File: src/rtl/data_bridge_1xn_if.sv
// Bus bundle for data_bridge_1xn: one upstream CPU data port and N_SLV
// downstream slave ports packed as flat slices (slave i occupies slice i).
interface data_bridge_1xn_if #(
    parameter int N_SLV = 3,
    parameter int SEL_W = 2
);
    logic [SEL_W-1:0]     cpu_data_sel;
    logic                 cpu_data_req;
    logic                 cpu_data_wr;
    logic [1:0]           cpu_data_size;
    logic [31:0]          cpu_data_addr;
    logic [31:0]          cpu_data_wdata;
    logic [31:0]          cpu_data_rdata;
    logic                 cpu_data_addr_ok;
    logic                 cpu_data_data_ok;

    logic [N_SLV-1:0]     slv_data_req;
    logic [N_SLV-1:0]     slv_data_wr;
    logic [2*N_SLV-1:0]   slv_data_size;
    logic [32*N_SLV-1:0]  slv_data_addr;
    logic [32*N_SLV-1:0]  slv_data_wdata;
    logic [32*N_SLV-1:0]  slv_data_rdata;
    logic [N_SLV-1:0]     slv_data_addr_ok;
    logic [N_SLV-1:0]     slv_data_data_ok;

    // Bridge view: consumes the CPU request, produces slave requests.
    modport slave (
        input  cpu_data_sel, cpu_data_req, cpu_data_wr, cpu_data_size,
               cpu_data_addr, cpu_data_wdata,
        output cpu_data_rdata, cpu_data_addr_ok, cpu_data_data_ok,
        output slv_data_req, slv_data_wr, slv_data_size, slv_data_addr,
               slv_data_wdata,
        input  slv_data_rdata, slv_data_addr_ok, slv_data_data_ok
    );

    // Environment view: CPU on one side, slave models on the other.
    modport master (
        output cpu_data_sel, cpu_data_req, cpu_data_wr, cpu_data_size,
               cpu_data_addr, cpu_data_wdata,
        input  cpu_data_rdata, cpu_data_addr_ok, cpu_data_data_ok,
        input  slv_data_req, slv_data_wr, slv_data_size, slv_data_addr,
               slv_data_wdata,
        output slv_data_rdata, slv_data_addr_ok, slv_data_data_ok
    );
endinterface

File: src/rtl/data_bridge_1xn.sv
// 1-to-N data bridge: routes CPU requests to the selected slave, keeps responses
// in order. Macro BRIDGE_ERR_RESP_EN turns out-of-range selects into error responses.
module data_bridge_1xn #(
    parameter int N_SLV   = 3,
    parameter int SEL_W   = 2,
    parameter int MAX_OUT = 4
) (
    input  logic              clk,
    input  logic              resetn,
    data_bridge_1xn_if.slave  bus,
    output logic              err_flag
);
    localparam int CNT_W = $clog2(MAX_OUT + 1);

    logic [CNT_W-1:0]     cnt_r;
    logic [SEL_W-1:0]     cur_r;

    logic                 sel_in_range_s;
    logic                 cnt_zero_s;
    logic                 blk_s;
    logic                 fwd_s;
    logic                 pend_s;
    logic                 oor_accept_en_s;
    logic                 sel_addr_ok_s;
    logic                 cur_data_ok_s;
    logic [31:0]          cur_rdata_s;
    logic                 err_acc_s;
    logic                 acc_slv_s;
    logic                 rsp_s;
    logic                 addr_ok_s;
    logic                 data_ok_s;
    logic [31:0]          rdata_s;

    logic [N_SLV-1:0]     slv_req_s;
    logic [N_SLV-1:0]     slv_wr_s;
    logic [2*N_SLV-1:0]   slv_size_s;
    logic [32*N_SLV-1:0]  slv_addr_s;
    logic [32*N_SLV-1:0]  slv_wdata_s;

    assign sel_in_range_s = (32'(bus.cpu_data_sel) < 32'(N_SLV));
    assign cnt_zero_s     = (cnt_r == CNT_W'(0));

    // Block on a full window, or on a target switch while anything is in flight.
    assign blk_s = (cnt_r == CNT_W'(MAX_OUT))
                 || (!cnt_zero_s && (bus.cpu_data_sel != cur_r))
                 || pend_s;
    assign fwd_s = !blk_s && sel_in_range_s;

    // Pick the addr_ok of the requested slave and the response of the current one.
    always_comb begin
        sel_addr_ok_s = 1'b0;
        cur_data_ok_s = 1'b0;
        cur_rdata_s   = 32'h0;
        for (int i = 0; i < N_SLV; i++) begin
            sel_addr_ok_s = sel_addr_ok_s
                          | (bus.slv_data_addr_ok[i] & (bus.cpu_data_sel == SEL_W'(i)));
            cur_data_ok_s = cur_data_ok_s
                          | (bus.slv_data_data_ok[i] & (cur_r == SEL_W'(i)));
            cur_rdata_s   = cur_rdata_s
                          | (bus.slv_data_rdata[i*32 +: 32] & {32{cur_r == SEL_W'(i)}});
        end
    end

    // Fan the upstream request out to the selected slice only; others stay zero.
    always_comb begin
        slv_req_s   = '0;
        slv_wr_s    = '0;
        slv_size_s  = '0;
        slv_addr_s  = '0;
        slv_wdata_s = '0;
        for (int i = 0; i < N_SLV; i++) begin
            if (fwd_s && (bus.cpu_data_sel == SEL_W'(i))) begin
                slv_req_s[i]            = bus.cpu_data_req;
                slv_wr_s[i]             = bus.cpu_data_wr;
                slv_size_s[i*2 +: 2]    = bus.cpu_data_size;
                slv_addr_s[i*32 +: 32]  = bus.cpu_data_addr;
                slv_wdata_s[i*32 +: 32] = bus.cpu_data_wdata;
            end else begin
                slv_req_s[i]            = 1'b0;
                slv_wr_s[i]             = 1'b0;
                slv_size_s[i*2 +: 2]    = 2'b00;
                slv_addr_s[i*32 +: 32]  = 32'h0;
                slv_wdata_s[i*32 +: 32] = 32'h0;
            end
        end
    end

    // An out-of-range select can only be absorbed by the bridge itself, and only idle.
    assign err_acc_s = bus.cpu_data_req && !blk_s && !sel_in_range_s
                     && cnt_zero_s && oor_accept_en_s;
    assign acc_slv_s = bus.cpu_data_req && fwd_s && sel_addr_ok_s;
    assign addr_ok_s = acc_slv_s || err_acc_s;
    assign rsp_s     = cur_data_ok_s && !cnt_zero_s;
    assign data_ok_s = resetn && (pend_s || rsp_s);
    assign rdata_s   = pend_s ? 32'h0 : cur_rdata_s;

    assign bus.cpu_data_addr_ok = addr_ok_s;
    assign bus.cpu_data_data_ok = data_ok_s;
    assign bus.cpu_data_rdata   = rdata_s;
    assign bus.slv_data_req     = slv_req_s;
    assign bus.slv_data_wr      = slv_wr_s;
    assign bus.slv_data_size    = slv_size_s;
    assign bus.slv_data_addr    = slv_addr_s;
    assign bus.slv_data_wdata   = slv_wdata_s;

    // Outstanding counter and current target; cur only ever holds an in-range index.
    always_ff @(posedge clk) begin
        if (!resetn) begin
            cnt_r <= CNT_W'(0);
            cur_r <= SEL_W'(0);
        end else begin
            if (acc_slv_s) begin
                cur_r <= bus.cpu_data_sel;
            end else begin
                cur_r <= cur_r;
            end
            if (acc_slv_s && !rsp_s) begin
                cnt_r <= cnt_r + CNT_W'(1);
            end else if (!acc_slv_s && rsp_s) begin
                cnt_r <= cnt_r - CNT_W'(1);
            end else begin
                cnt_r <= cnt_r;
            end
        end
    end

`ifdef BRIDGE_ERR_RESP_EN
    logic pend_r;
    logic err_r;

    // Error response is a one-cycle pending slot plus a sticky flag.
    always_ff @(posedge clk) begin
        if (!resetn) begin
            pend_r <= 1'b0;
            err_r  <= 1'b0;
        end else begin
            pend_r <= err_acc_s;
            err_r  <= err_r | err_acc_s;
        end
    end

    assign pend_s          = pend_r;
    assign oor_accept_en_s = 1'b1;
    assign err_flag        = err_r;
`else
    assign pend_s          = 1'b0;
    assign oor_accept_en_s = 1'b0;
    assign err_flag        = 1'b0;
`endif

endmodule

File: src/flat_wrapper.sv
// flat-port wrapper written by rule: the top's interface ports become plain ports
module data_bridge_1xn_flat 
#(
    parameter int N_SLV   = 3,
    parameter int SEL_W   = 2,
    parameter int MAX_OUT = 4
)
  (clk, resetn, err_flag, bus_cpu_data_sel, bus_cpu_data_req, bus_cpu_data_wr, bus_cpu_data_size, bus_cpu_data_addr, bus_cpu_data_wdata, bus_cpu_data_rdata, bus_cpu_data_addr_ok, bus_cpu_data_data_ok, bus_slv_data_req, bus_slv_data_wr, bus_slv_data_size, bus_slv_data_addr, bus_slv_data_wdata, bus_slv_data_rdata, bus_slv_data_addr_ok, bus_slv_data_data_ok);
  data_bridge_1xn_if #(.N_SLV(N_SLV), .SEL_W(SEL_W)) bus_i ();
  input  logic clk;
  input  logic resetn;
  output logic err_flag;
  input wire logic [$bits(bus_i.cpu_data_sel)-1:0] bus_cpu_data_sel;
  input wire logic [$bits(bus_i.cpu_data_req)-1:0] bus_cpu_data_req;
  input wire logic [$bits(bus_i.cpu_data_wr)-1:0] bus_cpu_data_wr;
  input wire logic [$bits(bus_i.cpu_data_size)-1:0] bus_cpu_data_size;
  input wire logic [$bits(bus_i.cpu_data_addr)-1:0] bus_cpu_data_addr;
  input wire logic [$bits(bus_i.cpu_data_wdata)-1:0] bus_cpu_data_wdata;
  output wire logic [$bits(bus_i.cpu_data_rdata)-1:0] bus_cpu_data_rdata;
  output wire logic [$bits(bus_i.cpu_data_addr_ok)-1:0] bus_cpu_data_addr_ok;
  output wire logic [$bits(bus_i.cpu_data_data_ok)-1:0] bus_cpu_data_data_ok;
  output wire logic [$bits(bus_i.slv_data_req)-1:0] bus_slv_data_req;
  output wire logic [$bits(bus_i.slv_data_wr)-1:0] bus_slv_data_wr;
  output wire logic [$bits(bus_i.slv_data_size)-1:0] bus_slv_data_size;
  output wire logic [$bits(bus_i.slv_data_addr)-1:0] bus_slv_data_addr;
  output wire logic [$bits(bus_i.slv_data_wdata)-1:0] bus_slv_data_wdata;
  input wire logic [$bits(bus_i.slv_data_rdata)-1:0] bus_slv_data_rdata;
  input wire logic [$bits(bus_i.slv_data_addr_ok)-1:0] bus_slv_data_addr_ok;
  input wire logic [$bits(bus_i.slv_data_data_ok)-1:0] bus_slv_data_data_ok;
  assign bus_i.cpu_data_sel = bus_cpu_data_sel;
  assign bus_i.cpu_data_req = bus_cpu_data_req;
  assign bus_i.cpu_data_wr = bus_cpu_data_wr;
  assign bus_i.cpu_data_size = bus_cpu_data_size;
  assign bus_i.cpu_data_addr = bus_cpu_data_addr;
  assign bus_i.cpu_data_wdata = bus_cpu_data_wdata;
  assign bus_cpu_data_rdata = bus_i.cpu_data_rdata;
  assign bus_cpu_data_addr_ok = bus_i.cpu_data_addr_ok;
  assign bus_cpu_data_data_ok = bus_i.cpu_data_data_ok;
  assign bus_slv_data_req = bus_i.slv_data_req;
  assign bus_slv_data_wr = bus_i.slv_data_wr;
  assign bus_slv_data_size = bus_i.slv_data_size;
  assign bus_slv_data_addr = bus_i.slv_data_addr;
  assign bus_slv_data_wdata = bus_i.slv_data_wdata;
  assign bus_i.slv_data_rdata = bus_slv_data_rdata;
  assign bus_i.slv_data_addr_ok = bus_slv_data_addr_ok;
  assign bus_i.slv_data_data_ok = bus_slv_data_data_ok;
  data_bridge_1xn #(.N_SLV(N_SLV), .SEL_W(SEL_W), .MAX_OUT(MAX_OUT)) u_core (.clk(clk), .resetn(resetn), .bus(bus_i), .err_flag(err_flag));
endmodule
File: config.mk
export PLATFORM = sky130hd
export DESIGN_NAME = data_bridge_1xn_flat
export DESIGN_NICKNAME = d
export VERILOG_FILES = /design/src/rtl/data_bridge_1xn_if.sv /design/src/rtl/data_bridge_1xn.sv /design/src/flat_wrapper.sv
export SDC_FILE = /design/constraint.sdc
export NUM_CORES = 1
export LEC_CHECK = 0
export ABC_AREA = 1
export CAP_MARGIN = 25
export CORE_AREA = 2 2 159 161
export DETAILED_ROUTE_END_ITERATION = 12
export DIE_AREA = 0 0 161 163
export GPL_ROUTABILITY_DRIVEN = 0
export MAX_ROUTING_LAYER = met4
export PLACE_DENSITY = 0.52
export SLEW_MARGIN = 20
export SYNTH_ARGS = -nofsm -noshare
export SYNTH_HDL_FRONTEND = slang
export SYNTH_SLANG_ARGS = --single-unit
File: constraint.sdc
create_clock -name clk -period 2.7 [get_ports clk]
set_input_delay 0.54 -clock clk [delete_from_list [all_inputs] [get_ports clk]]
set_output_delay 0.54 -clock clk [all_outputs]
set_load 0.1 [all_outputs]
* Word level (Yosys, flattened, before mapping) *
Cells that the tools add are included.

word-level totals
  bits of input ports = 174
  output and inout bits = 239
  word-level logic and storage cells = 63
  register bits after elaboration = 5

cells by class
  order comparisons = 1
  bitwise gates (word level) = 15
  muxes and demuxes = 17
  equality and inequality tests = 6
  reduce and logical (&&, ||, !) cells = 20
  add/sub/neg operators = 2

operators with widths
  cell                 number
  $mux 32              6
  $and 32x32->32       3
  $or 32x32->32        2
  $logic_and 1x1->1    11
  $and 1x1->1          6
  $mux 1               6
  $mux 2               3
  $mux 3               2
  $eq 2x1->1 const B   2
  $eq 2x2->1 const B   2
  $logic_not 1->1      4
  $logic_not 2->1      2
  $or 1x1->1           4
  $add 3x1->3 const B  1
  $eq 3x3->1 const B   1
  $logic_not 3->1      1
  $sub 3x1->3 const B  1
  $lt 2x2->1 const B   1
  $ne 2x2->1           1
  $reduce_bool 2->1    1
  $logic_or 1x1->1     1

* Logic depth before layout (Yosys ltp) *
  depth after elaboration = 12
  mapped depth = 14
  gate-level depth less buffers = 14

* Worst setup path before layout *
OpenSTA, ideal clock, no wires.

  path kind = input -> output
  start = input bus_cpu_data_sel[1]
  end = output bus_slv_data_wdata[43]
  path buffers = 2
  data required time = 2.160 ns
  slack = -0.557 ns
  stages = 7
  arrival = 2.717 ns
  cell sequence = inv_1 o21ai_1 o21ai_4 nand3_2 buf_2 buf_6 nor2_1

on the way
  cells in the longest elaborated chain, start to end = 7
  elaborated cells between the ends (all ways) = 9
  those cells by class = order compare (1); eq/ne (2); mux (1); reduce/logical (5)

RTL lines
  item                   RTL line               source
  from (decl)            flat_wrapper.sv:13     input wire logic [$bits(bus_i.cpu_data_sel)-1:0] bus_cpu_data_sel;
  $ne 2x2->1             data_bridge_1xn.sv:45  || (!cnt_zero_s && (bus.cpu_data_sel != cur_r))
  $logic_and 1x1->1      data_bridge_1xn.sv:45
  $logic_or 1x1->1       data_bridge_1xn.sv:45
  $logic_not 1->1        data_bridge_1xn.sv:47  assign fwd_s = !blk_s && sel_in_range_s;
  $logic_and 1x1->1      data_bridge_1xn.sv:47
  $logic_and 1x1->1 (*)  data_bridge_1xn.sv:72  if (fwd_s && (bus.cpu_data_sel == SEL_W'(i))) begin
  $mux 32 (*)            data_bridge_1xn.sv:72
  to (decl)              flat_wrapper.sv:26     output wire logic [$bits(bus_i.slv_data_wdata)-1:0] bus_slv_data_wdata;

Every way passes the cells marked *; elsewhere a longest branch is shown, timed or not.

* Worst setup path in the final report *
  start = input bus_cpu_data_sel[0]
  end = output bus_slv_data_addr[78]

on the way
  cells in the longest elaborated chain, start to end = 7
  elaborated cells between the ends (all ways) = 9
  those cells by class = order compare (1); eq/ne (2); mux (1); reduce/logical (5)

RTL lines
  item                   RTL line               source
  $ne 2x2->1             data_bridge_1xn.sv:45
  $logic_and 1x1->1      data_bridge_1xn.sv:45
  $logic_or 1x1->1       data_bridge_1xn.sv:45
  $logic_not 1->1        data_bridge_1xn.sv:47
  $logic_and 1x1->1      data_bridge_1xn.sv:47
  $logic_and 1x1->1 (*)  data_bridge_1xn.sv:72
  $mux 32 (*)            data_bridge_1xn.sv:72
  to (decl)              flat_wrapper.sv:25     output wire logic [$bits(bus_i.slv_data_addr)-1:0] bus_slv_data_addr;

Marked as above.

==> key figures <==
Routing
  • Drt pass-1 iters: 5
  • DR vias: 4772
  • Post-route antenna net violation count: 0
  • Residual DRC: 0
  • DRT iter0 DRCs: 163
  • Via/cell ratio: 3.84
  • WL final: 19800 µm
  • WL per Instance: 15.9 µm

Finish
  • Area delta synth->final: 366%
  • Diode count: 0
  • Area taken by multi-input logic gates: 2390 µm²
  • Post-layout net count: 1090
  • Register Area: 100 µm²
  • Layout cells sized above 1: 0.499
  • FILL cells: 2429

Power
  • Pleak: 4.26 nW
  • PD cells: 824 nW/µm²
  • Max VDD drop: 0.366 mV
  • Total power: 0.00849 W

Clock network
  • TritonCTS clock tree: done
  • Num Clock Sinks: 5
  • Worst skew pair latency: 0.23 ns
  • CTS Hold Bufs: 0
  • CTS max path bufs: 2
  • Worst-path clk slew: 0.03 ns
  • Clk root buf: clkbuf_16
  • # H-tree levels: 1
  • CTS Buf Count: 3

Global routing
  • Initial antenna violation count: 0
  • Largest net degree at the start of global routing: 44
  • Total GRT Usage: 0.141
  • Remaining Overflow, GRT: 0
  • First-pass GRT wire length: 28000 µm
  • Vias in the first global route: 4684

Worst setup path
  • CP max FO: 10
  • CP Cell Sequence: clkbuf_2, inv_1, nand2_1, nand3_2, o21ai_4, buf_12, nand3_4, buf_12, clkbuf_16, nor2_2, buf_12
  • Most frequent CP cell: buf_12
  • Max stage delay on crit path: 0.19 ns
  • Arrival time at the worst endpoint: 2.02 ns
  • CP Launch Type: input pin
  • Critical-path top delay cell: o21ai_4
  • Crit path kind: in -> out
  • Worst R2R Start: u_core.cur_r[0]
  • Worst path required time: 2.16 ns
  • Critical path endpoint category: output port
  • Crit. Startpoint: bus_cpu_data_sel[0]

Floorplanning
  • DIE AREA: 26200 µm²
  • Die H: 163 µm
  • Core box area: 24700 µm²
  • Row Count: 58
  • Chip width: 161 µm
  • Boundary Pins: 413
  • Initial core utilization: 0.0896

STA
  • Setup TNS: 0 ns
  • Min Tclk post-route: 2.56 ns
  • Crit share post-route: 0.947
  • Endpoints failing hold: 0
  • Hold Slack: 0.483 ns
  • RSZ-0062 raised after global routing: no
  • Final slew viol count: 0
  • Worst Skew: 0.00247 ns
  • Setup violators final: 0
  • Peak Freq: 391 MHz

Placed design
  • Post-DP HPWL: 16500 µm
  • Port bufs: 411

Synth
  • Most area-consuming cells after synthesis: nor2_1 35%, nand3_1 24%, inv_1 13%
  • Main combinational cell family by area after synthesis: simple AND/OR/NAND/NOR gates
  • Post-Synth XOR/XNOR Area: 0
  • FF+latch count, synth: 5
  • Syn Inst Count: 496
  • Compound-cell area share of the yosys netlist: 0.0323
  • Multiplexer share of the synthesized area: 0
  • Syn_nets: 672
  • Yosys cell types: 19
  • Ys Warns: 0
  • Post-synth top area share: 0.350
  • Post-Syn Area: 2210 µm²
  • Post-Syn Area per Cell: 4.45 µm²
  • Adder-cell share of the synthesized area: 0.0147
  • Leading area contributor after synthesis: nor2_1
  • Post-Synth Simple-Gate Area: 0.677
  • Sequential share of the synthesized area: 0.0453

Flow run
  • Max cap viols: 0

Hold path
  • Worst hold path type: reg -> reg
  • Min-delay src: u_core.cnt_r[2]

Outcome
  • Run status: finished, final reports clean
-- placed cells by master, fill, tap and decap left out --
cell type / instances
clkinvlp_4: 1
clkbuf_1: 1
nor2_2: 93
buf_4: 26
clkbuf_2: 2
fa_1: 1
nand3_1: 106
bufbuf_16: 1
dfxtp_1: 5
buf_12: 243
nor2_4: 70
nand3_2: 1
clkdlybuf4s50_1: 171
nand3_4: 3
nand2_1: 42
o21ai_1: 3
nor2_1: 43
ha_2: 1
inv_2: 2
inv_1: 76
o21ai_4: 1
a21oi_1: 6
clkbuf_16: 7
conb_1: 1
buf_16: 3
buf_6: 2
o21ai_0: 2
-- logic make-up (layout without fill, tap and decap cells) --
family                   after synthesis  after routing
AND/OR/NAND/NOR                      358            358
buffers and inverters                118            535
AO/OA/AOI/OAI                         12             12
flip-flops                             5              5
adder cells (fa/ha/maj)                2              2
other                                  1              1
-- Yosys cell counts, drive strengths merged --
library cell  number
ha                 1
a21oi              6
fa                 1
o21ai              6
nand3            110
nand2             42
dfxtp              5
inv               79
buf               15
conb               1
clkbuf            24
nor2             206
-- worst max-delay path, delay by kind of cell --
family	cells	cell delay, ns
compound gates	1	0.19
buf+inv	6	0.84
simple gates	4	0.43
-- registers in the layout, indices dropped and copies added (netlist names) --
register,flops
u_core.cnt_r,3
u_core.cur_r,2
-- stage by stage --
step	setup slack (ns)	util	cell area, µm²	instances
final	0.143	0.418	10300	1243
after global routing	0.0467	0.418	10300	1243
after CTS	0.00372	0.407	10000	1234
after detailed placement	-0.323	0.392	9680	1225
after global placement	-0.304	0.392	9680	1225
after floorplan	-0.455	-	2720	496
-- what timing repair did --
item / in CTS / in global routing
buffers inserted: 3 / 5
resized for setup: 75 / 34
pin swaps: 1 / 1
endpoints found under the setup margin: 206 / 112
gates cloned: 2 / 4
endpoints found under the hold margin: 0 / 0
-- power breakdown --
part	internal (W)	switching, W	total [W]
sequential	0.0000973	0.0000157	0.000113
combinational	0.00277	0.00536	0.00813
clock	0.000196	0.0000488	0.000245
-- routing by layer --
layer / routed length (µm) / vias up / track usage
li1: - / 2332 / -
met5: 0 / - / -
met1: 7510 / 2139 / 0.159
met2: 10400 / 277 / 0.255
met3: 1400 / 24 / 0.0280
met4: 452 / 0 / 0.0390
-- final timing paths --
path / to / slack (ns) / depth (start not counted)
hold reg to reg: u_core.cnt_r[2] / 0.48 / 2
setup reg to reg: u_core.cnt_r[2] / 0.35 / 15
hold / removal: u_core.cnt_r[2] / 0.48 / 2
setup / recovery: bus_slv_data_addr[78] / 0.14 / 11
-- area by class of cell --
class                           count  share of cell area
Multi-Input combinational cell    373               0.232
Timing Repair Buffer              452               0.681
Clock buffer                        4             0.00765
Inverter                           79              0.0291
Tap cell                          330              0.0401
Sequential cell                     5             0.00971
(Power assumes the default switching activity.)
